$ cat src/rtl/id_ctrl_pkg.sv
// id_ctrl_pkg: opcodes, control-bit positions, bubble values and FSM states for the ID control stage
package id_ctrl_pkg;
  localparam logic [5:0] RTYPE = 6'b000000;
  localparam logic [5:0] LW    = 6'b100011;
  localparam logic [5:0] SW    = 6'b101011;
  localparam logic [5:0] BEQ   = 6'b000100;
  localparam logic [5:0] ADDI  = 6'b001000;
  localparam logic [5:0] NOP   = 6'b100000;
  localparam int EX_REGDST   = 3;
  localparam int EX_ALUSRC   = 0;
  localparam int M_BRANCH    = 2;
  localparam int M_MEMREAD   = 1;
  localparam int M_MEMWRITE  = 0;
  localparam int WB_REGWRITE = 1;
  localparam int WB_MEMTOREG = 0;
  localparam logic [3:0] EX_BUBBLE = 4'b0000;
  localparam logic [2:0] M_BUBBLE  = 3'b000;
  localparam logic [1:0] WB_BUBBLE = 2'b00;
  typedef enum logic {RUN = 1'b0, HALT = 1'b1} state_t;
endpackage

$ cat src/rtl/id_ctrl_decode.sv
// id_ctrl_decode: combinational opcode to control bundle, register usage and illegal flag
module id_ctrl_decode
  import id_ctrl_pkg::*;
#(
  parameter int OPCODE_W = 6
) (
  input  logic [OPCODE_W-1:0] opcode,
  output logic [3:0]          ex,
  output logic [2:0]          m,
  output logic [1:0]          wb,
  output logic                uses_rs,
  output logic                uses_rt,
  output logic                illegal
);
  logic is_r, is_lw, is_sw, is_beq, is_addi, is_nop;
  assign is_r    = opcode == OPCODE_W'(RTYPE);
  assign is_lw   = opcode == OPCODE_W'(LW);
  assign is_sw   = opcode == OPCODE_W'(SW);
  assign is_beq  = opcode == OPCODE_W'(BEQ);
  assign is_addi = opcode == OPCODE_W'(ADDI);
  assign is_nop  = opcode == OPCODE_W'(NOP);
  assign ex = is_r ? 4'b1100 : (is_lw | is_sw | is_addi) ? 4'b0001 : is_beq ? 4'b0010 : 4'b0000;
  assign m  = {is_beq, is_lw, is_sw};
  assign wb = {is_r | is_lw | is_addi, is_lw};
  assign uses_rs = is_r | is_lw | is_sw | is_beq | is_addi;
  assign uses_rt = is_r | is_sw | is_beq;
  assign illegal = ~(uses_rs | is_nop);
endmodule

$ cat src/rtl/id_ctrl_pipe.sv
// id_ctrl_pipe: ID-stage control decode with ID/EX registers, load-use bubbles, flush, freeze and illegal-opcode halt
module id_ctrl_pipe
  import id_ctrl_pkg::*;
#(
  parameter int OPCODE_W     = 6,
  parameter int REG_W        = 5,
  parameter int CNT_W        = 16,
  parameter int ILLEGAL_HALT = 0
) (
  input  logic                clk,
  input  logic                rst_n,
  input  logic                en_i,
  input  logic                flush_i,
  input  logic [OPCODE_W-1:0] opcode_i,
  input  logic [REG_W-1:0]    rs_i,
  input  logic [REG_W-1:0]    rt_i,
  input  logic [REG_W-1:0]    rd_i,
  output logic [3:0]          ex_o,
  output logic [2:0]          m_o,
  output logic [1:0]          wb_o,
  output logic [REG_W-1:0]    dst_o,
  output logic                stall_o,
  output logic                illegal_o,
  output logic                halted_o,
  output logic [CNT_W-1:0]    stall_cnt_o
);
  logic [3:0] d_ex;
  logic [2:0] d_m;
  logic [1:0] d_wb;
  logic uses_rs, uses_rt, d_ill, haz, bubble, count;
  state_t state;
  id_ctrl_decode #(.OPCODE_W(OPCODE_W)) u_dec (
    .opcode (opcode_i),
    .ex     (d_ex),
    .m      (d_m),
    .wb     (d_wb),
    .uses_rs(uses_rs),
    .uses_rt(uses_rt),
    .illegal(d_ill)
  );
  // the load in EX is the only producer that cannot forward in time; r0 never hazards
  assign haz = m_o[M_MEMREAD] & (dst_o != '0) &
               ((uses_rs & (dst_o == rs_i)) | (uses_rt & (dst_o == rt_i)));
  assign halted_o = state == HALT;
  assign stall_o  = (haz & ~flush_i) | halted_o;
  assign bubble   = flush_i | halted_o | haz;
  assign count    = haz & ~flush_i & ~halted_o & ~&stall_cnt_o;
  always_ff @(posedge clk or negedge rst_n) begin
    if (!rst_n) begin
      ex_o        <= EX_BUBBLE;
      m_o         <= M_BUBBLE;
      wb_o        <= WB_BUBBLE;
      dst_o       <= '0;
      illegal_o   <= 1'b0;
      stall_cnt_o <= '0;
      state       <= RUN;
    end else if (en_i) begin
      ex_o        <= bubble ? EX_BUBBLE : d_ex;
      m_o         <= bubble ? M_BUBBLE : d_m;
      wb_o        <= bubble ? WB_BUBBLE : d_wb;
      dst_o       <= bubble ? '0 : d_ex[EX_REGDST] ? rd_i : rt_i;
      illegal_o   <= ~bubble & d_ill;
      stall_cnt_o <= count ? stall_cnt_o + CNT_W'(1) : stall_cnt_o;
      if (~bubble & d_ill & (ILLEGAL_HALT != 0)) state <= HALT;
    end
  end
endmodule

$ cat config.mk
export PLATFORM = sky130hd
export DESIGN_NAME = id_ctrl_pipe
export DESIGN_NICKNAME = d
export VERILOG_FILES = /design/src/rtl/id_ctrl_pkg.sv /design/src/rtl/id_ctrl_decode.sv /design/src/rtl/id_ctrl_pipe.sv
export SDC_FILE = /design/constraint.sdc
export NUM_CORES = 1
export LEC_CHECK = 0
export BUFFER_PORTS_ARGS = -buffer_cell sky130_fd_sc_hd__buf_2
export CORE_ASPECT_RATIO = 1.75
export CORE_MARGIN = 2
export CORE_UTILIZATION = 45
export CTS_CLUSTER_DIAMETER = 40
export DETAILED_ROUTE_END_ITERATION = 8
export PLACE_DENSITY = 0.76
export SETUP_SLACK_MARGIN = 0.02
export SLEW_MARGIN = 25
export SYNTH_ARGS = -nofsm -noshare
export SYNTH_HDL_FRONTEND = slang
export SYNTH_SLANG_ARGS = --single-unit
$ cat constraint.sdc
create_clock -name clk -period 1.8 [get_ports clk]
set_input_delay 0.18 -clock clk [delete_from_list [all_inputs] [get_ports clk]]
set_output_delay 0.18 -clock clk [all_outputs]
set_load 0.1 [all_outputs]
### Word level (Yosys, flattened, before mapping)

Index checks and enable logic that the tools add are counted.

| operators by class | value |
|---|---|
| $add $sub $neg | 1 |
| eq/ne operators | 7 |
| muxes and demuxes | 8 |
| bitwise operators | 22 |
| reductions and logical operators | 5 |

Operator list:

| cell | number |
|---|---|
| $eq A6 B6 Y1 const B | 3 |
| $add A16 B1 Y16 const B | 1 |
| $reduce_and A16 Y1 | 1 |
| $mux W4 | 3 |
| $or A1 B1 Y1 | 12 |
| $eq A5 B5 Y1 | 2 |
| $mux W5 | 2 |
| $and A1 B1 Y1 | 7 |
| $eq A6 B3 Y1 const B | 1 |
| $eq A6 B4 Y1 const B | 1 |
| $logic_not A6 Y1 | 1 |
| $reduce_bool A5 Y1 | 1 |
| $mux W2 | 2 |
| $mux W3 | 1 |
| $not A1 Y1 | 3 |
| $reduce_and A2 Y1 | 1 |
| $logic_not A1 Y1 | 1 |

| storage, ports and cells | value |
|---|---|
| bits in registers | 31 |
| bits of input ports | 25 |
| output and inout port bits | 33 |
| logic and storage cells | 49 |

### Logic depth before layout (Yosys ltp)

Gate-level depths: netlist of run 1.

| logic depth | value |
|---|---|
| depth after elaboration | 11 |
| mapped depth | 8 |
| depth with buffers taken out | 7 |

### By module

From an unflattened synthesis of run 1, not the netlist that was laid out.

| second synthesis, totals | value |
|---|---|
| cells, all modules | 173 |
| area, all modules | 1789.2 µm² |

By module, submodules not included:

| module | times used | cells an instance | area each (µm²) | sequential area each (µm²) |
|---|---|---|---|---|
| id_ctrl_pipe | 1 | 141 | 1572.8 | 775.7 |
| id_ctrl_decode | 1 | 32 | 216.5 | 0.0 |

### Worst setup path after synthesis of run 1

Ideal clock, no wire load.

| timing | value |
|---|---|
| path type | register to output |
| start | register dst_o[0] |
| end | output port stall_o |
| arrival time | 2.984 ns |
| required time | 1.620 ns |
| setup slack | -1.364 ns |
| cell stages (with the launch flop) | 6 |
| buffers on the path | 0 |
| cell sequence | dfrtp_1 > nor3_1 > a311oi_1 > and2b_2 > o21ai_2 > nor2_1 |

| on the way | value |
|---|---|
| word-level cells in the longest chain between the ends | 5 |
| elaborated cells on any way between the ends | 9 |
| classes of those cells | eq/ne: 2; bitwise: 6; reduce/logical: 1 |

Ends and longest elaborated chain:

| element | RTL line | text |
|---|---|---|
| from (decl) | id_ctrl_pipe.sv:21 | `output logic [REG_W-1:0] dst_o,` |
| from (signal assigned) | id_ctrl_pipe.sv:61 | `dst_o <= bubble ? '0 : d_ex[EX_REGDST] ? rd_i : rt_i;` |
| $eq A5 B5 Y1 | id_ctrl_pipe.sv:43 | `((uses_rs & (dst_o == rs_i)) \| (uses_rt & (dst_o == rt_i)));` |
| $and A1 B1 Y1 | id_ctrl_pipe.sv:43 |  |
| $or A1 B1 Y1 | id_ctrl_pipe.sv:43 |  |
| $and A1 B1 Y1 * | id_ctrl_pipe.sv:42 | `assign haz = m_o[M_MEMREAD] & (dst_o != '0) &` |
| $and A1 B1 Y1 * | id_ctrl_pipe.sv:45 | `assign stall_o = (haz & ~flush_i) \| halted_o;` |
| to (decl) | id_ctrl_pipe.sv:22 | `output logic stall_o,` |

Mark *: on every way between the ends. The rest lies on a longest branch, timed or not.

### Final worst setup path of run 1

Same ends and word-level chain as after synthesis.

==> results.yml, run 1 <==
run_status:
  outcome: "finished with violations"
  violations: "negative setup slack"
clock_network:
  cts-buffers-inserted: 5
  clk_pin_slew_worst_paths_ns: 0.07
  clk_latency_ns: 0.29
  root_buffer: "clkbuf_8"
  clk_path_buf_depth: 2
  clock-sinks: 29
  h-tree-depth: 2
  cts_tree: "yes"
power_and_ir_drop:
  p_per_area_nw_per_um2: 626
  finalPower_mw: 1.75
  cellLeakagePower_nw: 1.31
  peakVddDrop_mv: 0.719
final_layout:
  nNetsFinal: 289
  antenna_cells: 0
  fillers: 226
  layout-drive-gt1-share: 0.644
  area_delta_synth_final_pct: 70.4
  regArea_um2: 801
  multiInputGateArea_um2: 1120
global_routing:
  grt_overflow_total: 0
  antenna_found_initial: 0
  grt_max_degree: 30
  track_usage: 0.234
  grt_first_pass_wirelength_mm: 7.41
  grt_pass1_vias: 1689
timing:
  fin_crit_sh: 1.19
  hold_viol: 0
  worst_pin_slew_ns: 0.664
  setup_ws_ns: -0.339
  rsz0062_at_grt: "yes"
  min_period_ns: 2.14
  finalSetupViolations: 29
  hold_slack_ns: 0.180
  maxSlewViolCount: 0
  skew_ns: 0.0107
  clock.fmax_mhz: 468
  slew_headroom: 0.557
logic_synthesis:
  ys_ff_latch: 29
  yosysWarningCount: 0
  yosysTopAreaCellShare: 0.442
  ys_types: 38
  synth_edf_count: 0
  syn_nets: 188
  synthCells: 162
  synth_top_flop_cell: "dfrtp_1"
  ys_seq_area_frac: 0.442
  syn-cell-area_um2: 1640
  async_flop_share: 1.00
  synth_area_per_cell_um2: 10.1
  yosysTopAreaCell: "dfrtp_1"
  synth_area_leaders: "dfrtp_1 (44%), xnor2_1 (9.1%), xor2_1 (4.3%), nand4_1 (3.8%), o22ai_1 (3.8%)"
critical_path:
  crit_family: "flip-flops"
  startpoint_type: "flip-flop"
  cpMaxStageDelayCell: "dfrtp_4"
  required_ns: 1.62
  slowest_delay_ns: 0.53
  path_class: "flip-flop to output port"
  crit_arrival_ns: 1.96
  crit_fanout: 5
  crit_path_cell_trace: "xnor2_2 > nand3_1 > nor3_2 > o21ai_4 > buf_4 > nor2_4 > buf_12"
  cp-end-kind: "output port"
  path_buf_inv: 2
routing:
  ant_nets: 0
  vias: 1680
  drt_first_pass_iters: 4
  drc: 0
  drt-total-wl_mm: 5.34
  first_iter_violations: 34
  wl_per_cell_um: 17.2
  via_per_inst: 5.42
floorplan:
  design.core.area_um2: 3560
  start_util: 0.462
  io_pins: 58
  die_y_um: 83.9
  die-area_um2: 4170
  rows: 29
  die_width_um: 49.7
placed_design:
  gp_congestion: 0.824
  port_buffers: 56
  dp_hpwl_mm: 3.40
min_path:
  hp-class: "input port to flip-flop"
flow_run:
  maxCapViolations: 0
metal layers:
| layer | vias up | part of all wire | GRT usage |
|---|---|---|---|
| met5 | - | 0 | 0 |
| met4 | 0 | 0.045 | 0.152 |
| met3 | 20 | 0.042 | 0.0394 |
| met2 | 72 | 0.57 | 0.425 |
| met1 | 816 | 0.34 | 0.235 |
| li1 | 772 | - | - |
cells in the mapped netlist (2+ instances only):
library cell   n
a21oi_1        3
nor2b_1        2
nor4_1         2
o22ai_1       10
nor3_1         5
buf_4          4
dfrtp_1       29
mux2i_1        5
nand2_1       11
nand3_1        8
xor2_1         8
xnor2_1       17
nand4_1       10
nor4_4         2
inv_1         14
o32ai_1        3
nor2_1         8
worst reg2reg max path, delay by kind of cell, from the launching register on:
kind / cells / cell delay (ns)
AO/OA/AOI/OAI: 1 / 0.13
XOR/XNOR: 2 / 0.29
buffers and inverters: 2 / 0.28
flip-flops: 1 / 0.53
AND/OR/NAND/NOR: 3 / 0.77
per-stage QoR:
stage / util / cell area, um2 / setup TNS [ns] / cells / worst slack (ns)
after floorplan: - / 1770 / -2.38 / 162 / -0.305
after global placement: 0.657 / 2340 / -0.501 / 293 / -0.0909
after detailed placement: 0.657 / 2340 / -0.966 / 293 / -0.129
after CTS: 0.726 / 2580 / -1.51 / 304 / -0.219
after global routing: 0.787 / 2800 / -7.41 / 310 / -0.412
final: 0.787 / 2800 / -4.93 / 310 / -0.339
final cells by class:
type                    count  area share
multi-input cells         113       0.401
well taps                  46      0.0206
clock inverters             1      0.0107
flip-flops and latches     29       0.286
clock buffers               7      0.0308
repair buffers            100       0.232
inverters                  14      0.0188
kinds of logic after synthesis:
kind of cell,after synthesis,synth area share
compound gates,19,0.0785
simple gates,59,0.227
flops,29,0.442
fa+ha+maj,2,0.0137
buf+inv,20,0.0594
xor+xnor,25,0.133
mux,7,0.0442
other cells,1,0.00228
path summary, 6_finish.rpt:
check / from / endpoint / slack, ns / cells after the start
min reg2reg: stall_cnt_o[15] / stall_cnt_o[15] / 0.50 / 1
max reg2reg: dst_o[0] / stall_cnt_o[12] / -0.32 / 8
min: rd_i[1] / dst_o[1] / 0.18 / 3
max in group asynchronous: rst_n / stall_cnt_o[3] / 0.84 / 2
min in group asynchronous: rst_n / ex_o[2] / 0.46 / 2
max: dst_o[0] / stall_o / -0.34 / 7
state kept, by name, indices dropped and copies added, names as in the netlist:
register and flops:
ex_o 3, wb_o 1, dst_o 5, stall_cnt_o 16
illegal_o 1, m_o 3
repair_timing:
action	CTS	global route
hold buffers	1	0
hold endpoints to repair	29	0
resized for setup	16	30
gates cloned	0	0
buffers inserted	2	6
pin swaps	11	20
setup endpoints to repair	27	29
cell usage in the layout (no fill, tap or decap), types with 7 or more instances in the layout:
cell,count
buf_2,55
buf_4,37
dfrtp_4,19
inv_1,14
nand4_1,10
nand2_1,10
xnor2_1,10
o22ai_2,9
xor2_1,8
xnor2_2,7
dfrtp_1,7
report_power, final:
| group | leakage, nW | internal (mW) | switching, mW |
|---|---|---|---|
| clock | 0.0585 | 0.451 | 0.256 |
| combinational | 0.896 | 0.115 | 0.235 |
| sequential | 0.357 | 0.671 | 0.0249 |
| total | 1.31 | 1.24 | 0.516 |
Note: power is estimated with default switching activity, not from simulation.
==> run 2, diff against run 1 <==
PLACE_DENSITY = 0.75   (was 0.76)
==> results.yml, run 2 (same netlist as run 1, synthesis figures left out) <==
run_status:
  outcome: "finished with violations"
  violations: "negative setup slack"
timing:
  fin_crit_sh: 1.15
  worst_pin_slew_ns: 0.660
  skew_ns: 0.00356
  setup_ws_ns: -0.273
  hold_slack_ns: 0.182
  finalSetupViolations: 17
  slew_headroom: 0.560
  rsz0062_at_grt: "yes"
  clock.fmax_mhz: 482
  maxSlewViolCount: 0
  hold_viol: 0
  min_period_ns: 2.07
  setup_tns_ns: -1.50
floorplan:
  design.core.area_um2: 3560
  io_pins: 58
  die_width_um: 49.7
  die-area_um2: 4170
  rows: 29
  die_y_um: 83.9
  start_util: 0.462
power_and_ir_drop:
  p_sw_mw: 0.456
  clockPowerShare: 0.347
  swShare: 0.299
  combPwrFrac: 0.202
  cellLeakagePower_nw: 1.22
  intPower_mw: 1.07
  p_per_area_nw_per_um2: 591
  seqPwrFrac: 0.451
  finalPower_mw: 1.53
  peakVddDrop_mv: 0.541
global_routing:
  grt_pass1_vias: 1648
  use_met2: 0.445
  grt_use_met1: 0.225
  grt_max_degree: 30
  busiest_layer: "met2"
  grtUsageMet3: 0.0376
  antenna_found_initial: 0
  track_usage: 0.227
  grt_first_pass_wirelength_mm: 7.20
  grt_overflow_total: 0
final_layout:
  layout-drive-gt1-share: 0.576
  final_common_cell: "buf_2"
  area_delta_synth_final_pct: 57.2
  regMostFlops: "stall_cnt_o"
  top_regs: "stall_cnt_o: 16 flops, dst_o: 5 flops"
  fillers: 290
  stdcell_area_um2: 2580
  nNetsFinal: 281
  largest_register_ffs: 16
  antenna_cells: 0
  layout_common_cells: "buf_2 (55), buf_4 (30), dfrtp_4 (19)"
clock_network:
  clk_pin_slew_worst_paths_ns: 0.06
  clk_latency_ns: 0.27
  cts-buffers-inserted: 5
  h-tree-depth: 2
  cts_tree: "yes"
  clock-sinks: 29
  clk_path_buf_depth: 2
  root_buffer: "clkbuf_8"
placed_design:
  gp_congestion: 0.829
  dpl_cell_area_um2: 2340
  dp_hpwl_mm: 3.36
  port_buffers: 56
routing:
  drt-total-wl_mm: 4.40
  first_iter_violations: 13
  ant_nets: 0
  drt_first_pass_iters: 4
  via_per_inst: 5.23
  wl_per_cell_um: 14.6
  vias: 1574
  drc: 0
min_path:
  hp-class: "input port to flip-flop"
flow_run:
  maxCapViolations: 0
critical_path:
  path_buf_inv: 2
  crit_family: "flip-flops"
  cp-end-kind: "output port"
  path_class: "flip-flop to output port"
  crit_fanout: 4
  startpoint_type: "flip-flop"
  crit_arrival_ns: 1.89
  slowest_delay_ns: 0.51
  required_ns: 1.62
  cpMaxStageDelayCell: "dfrtp_4"
  crit_path_cell_trace: "xnor2_2 > nand4_1 > nor4_4 > o21ai_4 > buf_4 > nor2_4 > buf_12"
[run 2: worst paths after layout]
kind / start / to / slack [ns] / cells past startpoint
min in group asynchronous: rst_n / m_o[2] / 0.47 / 2
worst max register to register: dst_o[1] / stall_cnt_o[12] / -0.20 / 7
max in group asynchronous: rst_n / stall_cnt_o[9] / 0.83 / 2
worst max-delay path: dst_o[1] / stall_o / -0.27 / 7
worst min-delay path: rd_i[3] / dst_o[3] / 0.18 / 3
worst min register to register: stall_cnt_o[15] / stall_cnt_o[15] / 0.50 / 1
[run 2: tightest hold or removal path: stages]
cell and delay (ns):
buf_2 0.08, mux2i_1 0.05, o22ai_1 0.10
[run 2: metal layers]
layer / wire, um / up-vias / share of wire
met5: 0 / - / 0
met4: 44 / 0 / 0.010
met3: 144 / 5 / 0.033
met2: 2610 / 46 / 0.59
met1: 1600 / 768 / 0.36
li1: - / 755 / -
[run 2: timing repair]
item | CTS | global route
pin swaps | 13 | 9
endpoints found under the setup margin | 26 | 29
gates resized for setup | 13 | 12
setup buffers | 1 | 0
hold endpoints to repair | 29 | 0
hold buffers | 1 | 0
[run 2: power by group through the flow]
stage	combinational [mW]	sequential [mW]	clock, mW
3_5_place_dp	0.296	0.700	0
5_1_grt	0.326	0.690	0.564
2_1_floorplan	0.0942	0.799	0
6_report	0.307	0.689	0.529
3_3_place_gp	0.294	0.699	0
4_1_cts	0.302	0.687	0.539
[run 2: through the flow]
step | setup WS [ns] | cells | utilization
floorplan | -0.305 | 162 | -
global placement | -0.0900 | 292 | 0.659
detailed placement | -0.135 | 292 | 0.659
CTS | -0.256 | 301 | 0.708
global route | -0.329 | 301 | 0.726
finish | -0.273 | 301 | 0.726
[run 2: cell type report]
type	count	area [um2]	area share
well taps	46	57.6	0.0223
multi-input cells	113	990	0.383
clock buffers	7	86.3	0.0334
repair buffers	92	596	0.231
flip-flops and latches	29	801	0.310
inverters	14	52.6	0.0203
==> run 3, diff against run 2 <==
REMOVE_ABC_BUFFERS = 1   (was unset)
==> results.yml, run 3 (same netlist as run 1, synthesis figures left out) <==
critical_path:
  required_ns: 1.62
  cpMaxStageDelayCell: "dfrtp_1"
  crit_path_cell_trace: "buf_4 > xnor2_2 > nand3_1 > nor3_2 > o21ai_2 > nor2_2 > buf_12"
  crit_fanout: 3
  crit_arrival_ns: 1.78
  path_class: "flip-flop to output port"
  slowest_delay_ns: 0.40
  cp-end-kind: "output port"
  startpoint_type: "flip-flop"
final_layout:
  layout_common_cells: "buf_2 (55), buf_4 (41), dfrtp_1 (29)"
  layout-drive-gt1-share: 0.525
  regMostFlops: "stall_cnt_o"
  fillers: 282
  top_regs: "stall_cnt_o: 16 flops, dst_o: 5 flops"
  final_common_cell: "buf_2"
  regArea_um2: 726
  layoutNonFillerInstCount: 311
  largest_register_ffs: 16
  multiInputGateArea_um2: 987
  nNetsFinal: 291
  area_delta_synth_final_pct: 56.3
  antenna_cells: 0
timing:
  fin_crit_sh: 1.09
  min_period_ns: 1.96
  worst_pin_slew_ns: 0.648
  skew_ns: 0.00615
  setup_ws_ns: -0.156
  hold_slack_ns: 0.171
  rsz0062_at_grt: "yes"
  clock.fmax_mhz: 511
  slew_headroom: 0.568
  hold_viol: 0
  maxSlewViolCount: 0
  finalSetupViolations: 11
power_and_ir_drop:
  swShare: 0.300
  clockPowerShare: 0.347
  intPower_mw: 1.07
  p_per_area_nw_per_um2: 598
  p_sw_mw: 0.461
  peakVddDrop_mv: 0.732
  seqPwrFrac: 0.440
  cellLeakagePower_nw: 1.31
  finalPower_mw: 1.54
  combPwrFrac: 0.213
run_status:
  violations: "negative setup slack"
  outcome: "finished with violations"
routing:
  wl_per_cell_um: 14.6
  drt-total-wl_mm: 4.54
  via_per_inst: 5.27
  vias: 1640
  drc: 0
  ant_nets: 0
  first_iter_violations: 30
  drt_first_pass_iters: 4
placed_design:
  gp_congestion: 0.834
  port_buffers: 56
  dp_hpwl_mm: 3.28
  dp.cells: 297
global_routing:
  track_usage: 0.226
  grt_pass1_vias: 1682
  antenna_found_initial: 0
  grtUsageMet3: 0.0358
  grt_overflow_total: 0
  grt_use_met1: 0.242
  grt_max_degree: 30
  busiest_layer: "met2"
  grt_first_pass_wirelength_mm: 7.26
  use_met2: 0.425
clock_network:
  clk_latency_ns: 0.28
  clock-sinks: 29
  clk_pin_slew_worst_paths_ns: 0.06
  root_buffer: "clkbuf_8"
  cts_tree: "yes"
  h-tree-depth: 2
  cts-buffers-inserted: 5
  clk_path_buf_depth: 2
floorplan:
  die_width_um: 49.7
  design.core.area_um2: 3560
  rows: 29
  io_pins: 58
  start_util: 0.462
  die-area_um2: 4170
  die_y_um: 83.9
min_path:
  hp-class: "input port to flip-flop"
flow_run:
  maxCapViolations: 0
-- run 3: cell types whose count changed in the layout (fill, tap and decap cells not counted), sizes merged --
cell | previous run | this run
buf | 91 | 101
-- run 3: through the flow --
step / setup WS (ns) / TNS, ns / utilization / area, um2
2_1_floorplan: -1.91 / -29.21 / - / 1600
3_3_place_gp: -0.122 / -1.04 / 0.631 / 2240
3_5_place_dp: -0.149 / -1.51 / 0.631 / 2240
4_1_cts: -0.164 / -1.45 / 0.699 / 2490
5_1_grt: -0.256 / -2.39 / 0.722 / 2570
6_report: -0.156 / -0.956 / 0.722 / 2570
-- run 3: worst max-delay path: cells and delay by family, from the launching register on --
| family | cells | cell delay (ns) |
|---|---|---|
| xor gates and xnor gates | 1 | 0.18 |
| and+or+nand+nor | 3 | 0.44 |
| DFF | 1 | 0.40 |
| buffers and inverters | 2 | 0.36 |
| AOI/OAI and AO/OA | 1 | 0.11 |
-- run 3: per-layer routing --
layer,up-vias,part of all wire,routed length (um)
li1,777,-,-
met1,789,0.37,1660
met2,65,0.57,2570
met3,9,0.048,220
met4,0,0.019,87
met5,-,0,0
-- run 3: power by group through the flow --
stage               clock network, mW  registers, mW  logic, mW
floorplan                           0          0.793     0.0771
global placement                    0          0.684      0.300
detailed placement                  0          0.684      0.303
CTS                             0.536          0.674      0.319
global route                    0.558          0.676      0.347
finish                          0.533          0.675      0.327
-- run 3: final timing paths --
check	endpoint	slack [ns]	startpoint	cells past startpoint
setup / recovery	stall_o	-0.16	dst_o[0]	7
hold / removal	dst_o[2]	0.17	rd_i[2]	3
setup reg to reg	stall_cnt_o[12]	-0.13	dst_o[0]	8
hold reg to reg	illegal_o	0.51	illegal_o	1
max in group asynchronous	stall_cnt_o[9]	0.91	rst_n	2
min in group asynchronous	stall_cnt_o[3]	0.46	rst_n	2
-- run 3: cell type report --
type,count,share of cell area
multi-input combinational,113,0.385
inverter,14,0.0205
timing repair buffer,102,0.256
sequential,29,0.283
tap,46,0.0224
clock buffer,7,0.0336
-- run 3: what timing repair did --
action | in CTS | in global routing
resized for setup | 22 | 14
hold endpoints to repair | 29 | 0
setup buffers | 5 | 3
setup endpoints to repair | 26 | 29
pin swaps | 21 | 18
hold buffers | 1 | 0
